### config.mk
export PLATFORM = sky130hd
export DESIGN_NAME = exec_wb_unit
export DESIGN_NICKNAME = d
export VERILOG_FILES = /design/src/rtl/exec_pkg.sv /design/src/rtl/exec_mul_iter.sv /design/src/rtl/exec_wb_unit.sv
export SDC_FILE = /design/constraint.sdc
export NUM_CORES = 1
export LEC_CHECK = 0
export ABC_CLOCK_PERIOD_IN_PS = 3600
export CORE_MARGIN = 2
export CORE_UTILIZATION = 39
export CTS_CLUSTER_SIZE = 14
export DETAILED_ROUTE_END_ITERATION = 8
export DONT_BUFFER_PORTS = 1
export SYNTH_ARGS = -nofsm -noshare
export SYNTH_HDL_FRONTEND = slang
export SYNTH_HIERARCHICAL = 1
export SYNTH_SLANG_ARGS = --single-unit
### constraint.sdc
create_clock -name clk -period 3.6 [get_ports clk]
set_clock_uncertainty 0.05 [all_clocks]
set_input_delay 0.54 -clock clk [delete_from_list [all_inputs] [get_ports clk]]
set_output_delay 0.54 -clock clk [all_outputs]
set_load 0.005 [all_outputs]
### src/rtl/exec_pkg.sv
// rtl/exec_pkg.sv - shared types and constants for the execute/write-back stage
package exec_pkg;

  localparam int WIDTH     = 32;
  localparam int AW        = 5;
  localparam int MUL_STEPS = 32;
  localparam int CNT_W     = $clog2(MUL_STEPS);

  typedef enum logic [2:0] {
    OP_ADD = 3'd0,
    OP_SUB = 3'd1,
    OP_AND = 3'd2,
    OP_OR  = 3'd3,
    OP_XOR = 3'd4,
    OP_SLT = 3'd5,
    OP_MUL = 3'd6,
    OP_SHL = 3'd7
  } op_e;

  typedef enum logic [1:0] {
    IDLE = 2'd0,
    READ = 2'd1,
    EXEC = 2'd2,
    WB   = 2'd3
  } state_e;

endpackage

### src/rtl/exec_mul_iter.sv
// rtl/exec_mul_iter.sv - iterative shift-add multiplier, one partial product per clock
module exec_mul_iter
  import exec_pkg::*;
#(
  parameter int WIDTH = exec_pkg::WIDTH
) (
  input  logic             clk,
  input  logic             reset_n,
  input  logic             start,
  input  logic [WIDTH-1:0] a,
  input  logic [WIDTH-1:0] b,
  output logic [WIDTH-1:0] result,
  output logic             last
);

  logic [WIDTH-1:0] mcand;
  logic [WIDTH-1:0] mplier;
  logic [WIDTH-1:0] acc;
  logic [CNT_W-1:0] count;

  // result already includes the current step, so the caller can latch it on the last edge
  assign result = acc + (mplier[0] ? mcand : '0);
  assign last   = (count == CNT_W'(MUL_STEPS - 1));

  always_ff @(posedge clk or negedge reset_n) begin
    if (!reset_n) begin
      mcand  <= '0;
      mplier <= '0;
      acc    <= '0;
      count  <= '0;
    end else if (start) begin
      mcand  <= a;
      mplier <= b;
      acc    <= '0;
      count  <= '0;
    end else begin
      acc    <= result;
      mcand  <= mcand << 1;
      mplier <= mplier >> 1;
      count  <= count + 1'b1;
    end
  end

endmodule

### src/rtl/exec_wb_unit.sv
// rtl/exec_wb_unit.sv - sequenced read/execute/write-back stage in front of the register bank
module exec_wb_unit
  import exec_pkg::*;
#(
  parameter int WIDTH = exec_pkg::WIDTH,
  parameter int AW    = exec_pkg::AW
) (
  input  logic             clk,
  input  logic             reset_n,
  input  logic             in_valid,
  output logic             in_ready,
  input  logic [2:0]       in_op,
  input  logic [AW-1:0]    in_sr1,
  input  logic [AW-1:0]    in_sr2,
  input  logic [AW-1:0]    in_dr,
  output logic [AW-1:0]    rd_sr1,
  output logic [AW-1:0]    rd_sr2,
  input  logic [WIDTH-1:0] rdData1,
  input  logic [WIDTH-1:0] rdData2,
  output logic [AW-1:0]    wr_dr,
  output logic [WIDTH-1:0] wrData,
  output logic             write,
  output logic             busy,
  output logic             done
);

  state_e           state;
  op_e              op;
  logic [AW-1:0]    dr;
  logic [WIDTH-1:0] op_a;
  logic [WIDTH-1:0] op_b;
  logic [WIDTH-1:0] alu_result;
  logic [WIDTH-1:0] mul_result;
  logic             mul_last;

  exec_mul_iter #(.WIDTH(WIDTH)) u_mul (
    .clk     (clk),
    .reset_n (reset_n),
    .start   (state == READ),
    .a       (rdData1),
    .b       (rdData2),
    .result  (mul_result),
    .last    (mul_last)
  );

  always_comb begin
    alu_result = '0;
    case (op)
      OP_ADD:  alu_result = op_a + op_b;
      OP_SUB:  alu_result = op_a - op_b;
      OP_AND:  alu_result = op_a & op_b;
      OP_OR:   alu_result = op_a | op_b;
      OP_XOR:  alu_result = op_a ^ op_b;
      OP_SLT:  alu_result = {{(WIDTH-1){1'b0}}, ($signed(op_a) < $signed(op_b))};
      OP_SHL:  alu_result = op_a << op_b[4:0];
      default: alu_result = '0;
    endcase
  end

  always_ff @(posedge clk or negedge reset_n) begin
    if (!reset_n) begin
      state    <= IDLE;
      op       <= OP_ADD;
      dr       <= '0;
      op_a     <= '0;
      op_b     <= '0;
      rd_sr1   <= '0;
      rd_sr2   <= '0;
      wr_dr    <= '0;
      wrData   <= '0;
      write    <= 1'b0;
      done     <= 1'b0;
      busy     <= 1'b0;
      in_ready <= 1'b0;
    end else begin
      write <= 1'b0;
      done  <= 1'b0;
      case (state)
        IDLE: begin
          if (in_valid && in_ready) begin
            op       <= op_e'(in_op);
            rd_sr1   <= in_sr1;
            rd_sr2   <= in_sr2;
            dr       <= in_dr;
            in_ready <= 1'b0;
            busy     <= 1'b1;
            state    <= READ;
          end else begin
            in_ready <= 1'b1;
          end
        end
        READ: begin
          op_a  <= rdData1;
          op_b  <= rdData2;
          state <= EXEC;
        end
        EXEC: begin
          if (op != OP_MUL || mul_last) begin
            wrData <= (op == OP_MUL) ? mul_result : alu_result;
            wr_dr  <= dr;
            write  <= 1'b1;
            done   <= 1'b1;
            state  <= WB;
          end
        end
        WB: begin
          busy     <= 1'b0;
          in_ready <= 1'b1;
          state    <= IDLE;
        end
        default: state <= IDLE;
      endcase
    end
  end

endmodule

* Word level (Yosys, flattened, before mapping)
Index checks and enable logic that the tools add are counted.
** Operators by class
- $add $sub $neg :: 4
- Order comparisons :: 1
- Equal/unequal tests :: 14
- Shift-type cells :: 1
- Muxes and demuxes :: 16
- Bitwise operators :: 3
- Reductions and logical operators :: 9
** Operators with widths (number)
- $pmux 32 s7 :: 1
- $mux 32 :: 5
- $add 32x32->32 :: 2
- $and 32x32->32 :: 1
- $lt 32x32->1 :: 1
- $or 32x32->32 :: 1
- $shl 32x5->32 :: 1
- $sub 32x32->32 :: 1
- $xor 32x32->32 :: 1
- $eq 3x3->1 const B :: 4
- $pmux 2 s4 :: 1
- $reduce_and 2->1 :: 4
- $eq 3x2->1 const B :: 2
- $add 5x1->5 const B :: 1
- $eq 5x5->1 const B :: 1
- $mux 5 :: 1
- $eq 2x2->1 const B :: 2
- $mux 1 :: 4
- $mux 2 :: 2
- $ne 2x2->1 const B :: 2
- $pmux 1 s2 :: 2
- $eq 3x1->1 const B :: 1
- $logic_not 3->1 :: 1
- $ne 3x3->1 const B :: 1
- 5 further kinds :: 5
** Word-level totals
- Register bits :: 225
- Output and inout port bits :: 51
- Word-level logic and storage cells :: 64

* Longest topological paths before layout
- Depth after elaboration :: 4
- Gate-level depth with buffers :: 17
- Depth with buffers taken out :: 16

* Hierarchy
The synthesis kept the hierarchy.
** Modules (own cells, without submodules)
- exec_wb_unit :: times used 1, cells an instance 1501, area each 11986.5 sq um, sequential area each 3103.0 sq um
- exec_mul_iter :: times used 1, cells an instance 503, area each 5597.9 sq um, sequential area each 2527.4 sq um

* Worst setup path before layout
No wires, ideal clock.
- Path kind :: register to register
- From :: reg op_b[1]
- To :: reg wrData[29]
- Library setup time :: 0.139 ns
- Data arrival time :: 3.253 ns
- Data required time :: 3.411 ns
- Slack :: 0.158 ns
- Stages on the path, launching flop included :: 15
- Path buffers :: 3
- Clock period less this slack :: 3.442 ns
- Path through :: dfrtp_1 > buf_2 > inv_1 > clkbuf_1 > buf_2 > ha_1 > a21o_1 > a2111oi_4 > nor4_4 > nor3b_1 > o21ai_2 > a21boi_1 > o31a_1 > nor4_1 > or4_1
** On the way
- Word-level cells in the longest chain between the ends :: 3
- Elaborated cells on any way between the ends :: 5
- Classes of those cells :: add/sub (2); shift (1); mux (2)
** RTL lines
- from (decl) :: line exec_wb_unit.sv:31 : logic [WIDTH-1:0] op_b;
- from (signal assigned) :: line exec_wb_unit.sv:94 : op_b <= rdData2;
- $sub 32x32->32 (tied with other cells) :: line exec_wb_unit.sv:50 : OP_SUB: alu_result = op_a - op_b;
- $pmux 32 s7 (*) :: line exec_wb_unit.sv:48 : case (op)
- $mux 32 (*) :: line exec_wb_unit.sv:99 : wrData <= (op == OP_MUL) ? mul_result : alu_result;
- to (signal assigned) :: line exec_wb_unit.sv:99
- to (decl) :: line exec_wb_unit.sv:21 : output logic [WIDTH-1:0] wrData,
Mark *: on every way between the ends. The rest lies on a longest branch, timed or not.
A chain may end at the register's enable or synchronous reset.

* Worst setup path in the final report
- From :: reg u_mul.mplier[0]
- To :: reg wrData[25]
** On the way
- Word-level cells in the longest chain between the ends :: 3
** RTL lines
- from (decl) :: line exec_mul_iter.sv:17 : logic [WIDTH-1:0] mplier;
- from (signal assigned) :: line exec_mul_iter.sv:39 : mplier <= mplier >> 1;
- $mux 32 :: line exec_mul_iter.sv:22 : assign result = acc + (mplier[0] ? mcand : '0);
- $add 32x32->32 :: line exec_mul_iter.sv:22
- via mul_result[25] :: line exec_wb_unit.sv:33 : logic [WIDTH-1:0] mul_result;
- $mux 32 :: line exec_wb_unit.sv:99
The timed path passes the listed nets, and every way through them passes these cells.

==> summary.md <==
| Metric | Value |
|---|---|
| Status | `finished, violations left` |
| Failing checks | `negative hold slack` |
| CP Buf/Inv Count | `2` |
| WP data arrival | `3.88 ns` |
| Period utilization | `96.7%` |
| Critical path fanouts, max | `6` |
| Die area | `46,800 µm²` |
| Crit path depth | `15` |
| Ys async rst share | `100%` |
| R2R cell count | `15` |
| Initial antenna violation count | `2` |
| Worst path slowest cell | `dfrtp_2` |
| Max Slew Vio Count | `0` |
| Post-route cell area | `20,700 µm²` |
| Worst Setup SP | `u_mul/mplier[0]$_DFF_PN0_` |
| Largest net degree at the start of global routing | `226` |
| Total CTS buffers | `29` |
| Final setup margin | `0.120 ns` |
| Total clock sinks | `225` |
| H-tree depth | `1` |
| Vias in the first global route | `16,000` |
| Startpoint types | `register` |
| GP Congestion | `0.959` |
| Top delay family on crit path | `compound AO/OA/AOI/OAI gates` |
| Fmax | `0.287 GHz` |
| Dpl hpwl | `49,100 µm` |
| Longest Clk Path Bufs | `3` |
| Cts hold-fix bufs | `3` |
| Max Cap Viol | `0` |
| Root buf cell | `clkbuf_16` |
| Largest family of logic cells by synthesized area | `compound AO/OA/AOI/OAI gates` |
| Most common cell after layout, fill and taps aside | `nand2_1` |
| Critical R2R Capture | `wrData[25]$_DFFE_PN0P_` |
| Drt total wl | `65,300 µm` |
| Port bufs | `0` |
| Drt wl/cell | `23.8 µm` |
| Syn Inst Count | `2,004` |
| First-pass GRT wire length | `99,400 µm` |
| Post-synthesis mux area share | `10.1%` |
| Fin nets | `2,366` |
| Ys Warns | `6` |
| R2R Setup Slk | `0.12 ns` |
| Synth Area in Compound Gates | `23.8%` |
| Via/cell ratio | `5.96` |
| CP endpoint | `wrData[25]$_DFFE_PN0P_` |
| Commonest cells after routing, fill and taps aside | `228 x nand2_1, 222 x dfrtp_1, 210 x buf_4` |
| Core box area | `44,300 µm²` |
| Most frequent CP cell | `o21ai_0` |
| Primary FF master, synth | `dfrtp_1` |
| Slew HR | `33.1%` |
| DRC viols | `0` |
| Flops & latches, synth | `225` |
| Router iterations before antenna repair | `8` |
| Clock Latency Late Sink | `0.59 ns` |
| Post-DRT Antenna Nets | `0` |
| Gr usage total | `27.5%` |
| Starting density of the core | `39.7%` |
| Clk slew on worst S/H paths | `0.06 ns` |
| I/O Pins | `136` |
| Number of DRC markers in iteration 0 | `1,431` |
| Worst Max-Slew Pin Slew | `1.00 ns` |
| Final hold violation count | `225` |
| Fin crit period | `3.48 ns` |
| Final Core Density | `46.8%` |
| EDFF count, synth | `0` |
| Worst path cell trace | `buf_6 > and2_1 > ha_4 > o211ai_1 > o21ai_2 > nand4_1 > a21oi_4 > o31ai_4 > buf_4 > xnor2_1 > or3_1 > o21ai_0 > nor2_1 > mux2i_1 > o21ai_0` |
| Crit Path Class | `reg2reg` |
| Synth-to-Final Area Change | `18.0%` |
| Adder and majority gate portion of the synthesized area | `11.1%` |
| Slowest cell delay on critical path | `0.47 ns` |
| Simple-gate area share of the yosys netlist | `15.7%` |
| Layout cells sized above 1 | `21.3%` |
| Min Hold Slack | `-0.398 ns` |
| Distinct cells, synth | `99` |
| XOR/XNOR Fraction of Synth Area | `1.99%` |
| Syn Nets | `2,243` |
| Setup WS pre-CTS | `-0.204 ns` |
| Hold Path Class | `in2async` |
| Die height | `216 µm` |
| Syn_area_per_cell | `8.77 µm²` |
| Sequential area share after synthesis | `32.0%` |
| Critical path required time | `4.00 ns` |
| Vias post-DR | `16,300` |
| Synthesized cell area | `17,600 µm²` |
| Post-Place Cell Area | `19,400 µm²` |
| Reg-to-reg startpoint | `u_mul/mplier[0]$_DFF_PN0_` |
| Final count of negative-setup-slack endpoints | `0` |
| CTS tree | `built` |
| Gr ovfl total | `0` |
| Row Count | `77` |
| Die X | `216 µm` |
| Worst setup EP type | `register` |
area by class of cell:
type	count	area, µm²
fill	4301	23600
sequential	225	5630
inverter	105	394
clock inverter	17	191
clock buffer	37	806
multi-input combinational	1546	11300
antenna	1	2.50
tap	592	741
timing repair buffer	220	1730
flip-flops by register name (all words and copies together) (netlist names):
signal	count
u_mul/mplier	32
u_mul/count	5
u_mul/mcand	32
u_mul/acc	32
wr_dr	5
done	1
state	2
rd_sr2	5
rd_sr1	5
dr	5
in_ready	1
busy	1
op_a	32
op	3
wrData	32
op_b	32
synthesized netlist by cell type (32+ instances only):
library cell,instances,area [µm²]
a21oi_1,148,741
nand2_1,228,856
clkbuf_1,83,312
dfrtp_1,225,5630
nor3_1,35,175
ha_1,151,1890
o21ai_0,174,871
and2_1,42,263
inv_1,100,375
mux2i_1,32,320
nor2b_1,41,257
nor2_1,120,450
mux2_2,83,935
routing by layer:
layer  global-route usage (%)  up-vias  share of wire [%]
met5                        0        -              0.020
met4                     7.72        2                2.9
met3                     5.89      125                9.4
met2                     40.8      725                 42
met1                     40.2     8000                 46
li1                         -     7496                  -
worst reg2reg max path: cells and delay by family, from the launching register on:
kind | cells | cell delay (ns)
multiplexers | 1 | 0.14
AND/OR/NAND/NOR | 4 | 0.92
flip-flops | 1 | 0.47
buffers and inverters | 2 | 0.31
adder cells (fa/ha/maj) | 1 | 0.27
AO/OA/AOI/OAI | 6 | 1.05
XOR/XNOR | 1 | 0.16
cells by family after synthesis:
group | after synthesis
muxes | 140
DFF | 225
buffers and inverters | 233
adders and majority gates | 154
xor gates and xnor gates | 40
AOI/OAI and AO/OA | 627
and+or+nand+nor | 585
how the worst min path moves through the flow:
stage                                 endpoint  slack [ns]  cells after the start
floorplan                     busy$_DFFE_PN0P_        0.19                      0
global placement    u_mul/mplier[25]$_DFF_PN0_        0.21                      0
detailed placement  u_mul/mplier[24]$_DFF_PN0_        0.21                      0
CTS                       op_b[18]$_DFFE_PN0P_       -0.42                      0
global route        u_mul/mplier[25]$_DFF_PN0_       -0.42                      0
finish              u_mul/mplier[25]$_DFF_PN0_       -0.40                      0
through the flow:
step	setup TNS [ns]	instances	hold WS [ns]
6_report	0	2743	-0.398
5_1_grt	-0.100	2742	-0.425
4_1_cts	0	2735	-0.420
3_3_place_gp	-0.0649	2676	0.210
2_1_floorplan	0	2004	0.194
3_5_place_dp	-0.511	2676	0.211
timing repair:
action | in CTS | in global routing
gates resized for setup | 13 | 38
cloned | 0 | 0
endpoints found under the setup margin | 5 | 14
buffers inserted | 2 | 7
endpoints found under the hold margin | 228 | 225
pin swaps | 5 | 19
Power is left out: the tool's default activity adds up to more than one toggle a clock period on the data nets, which glitch-free logic cannot reach.
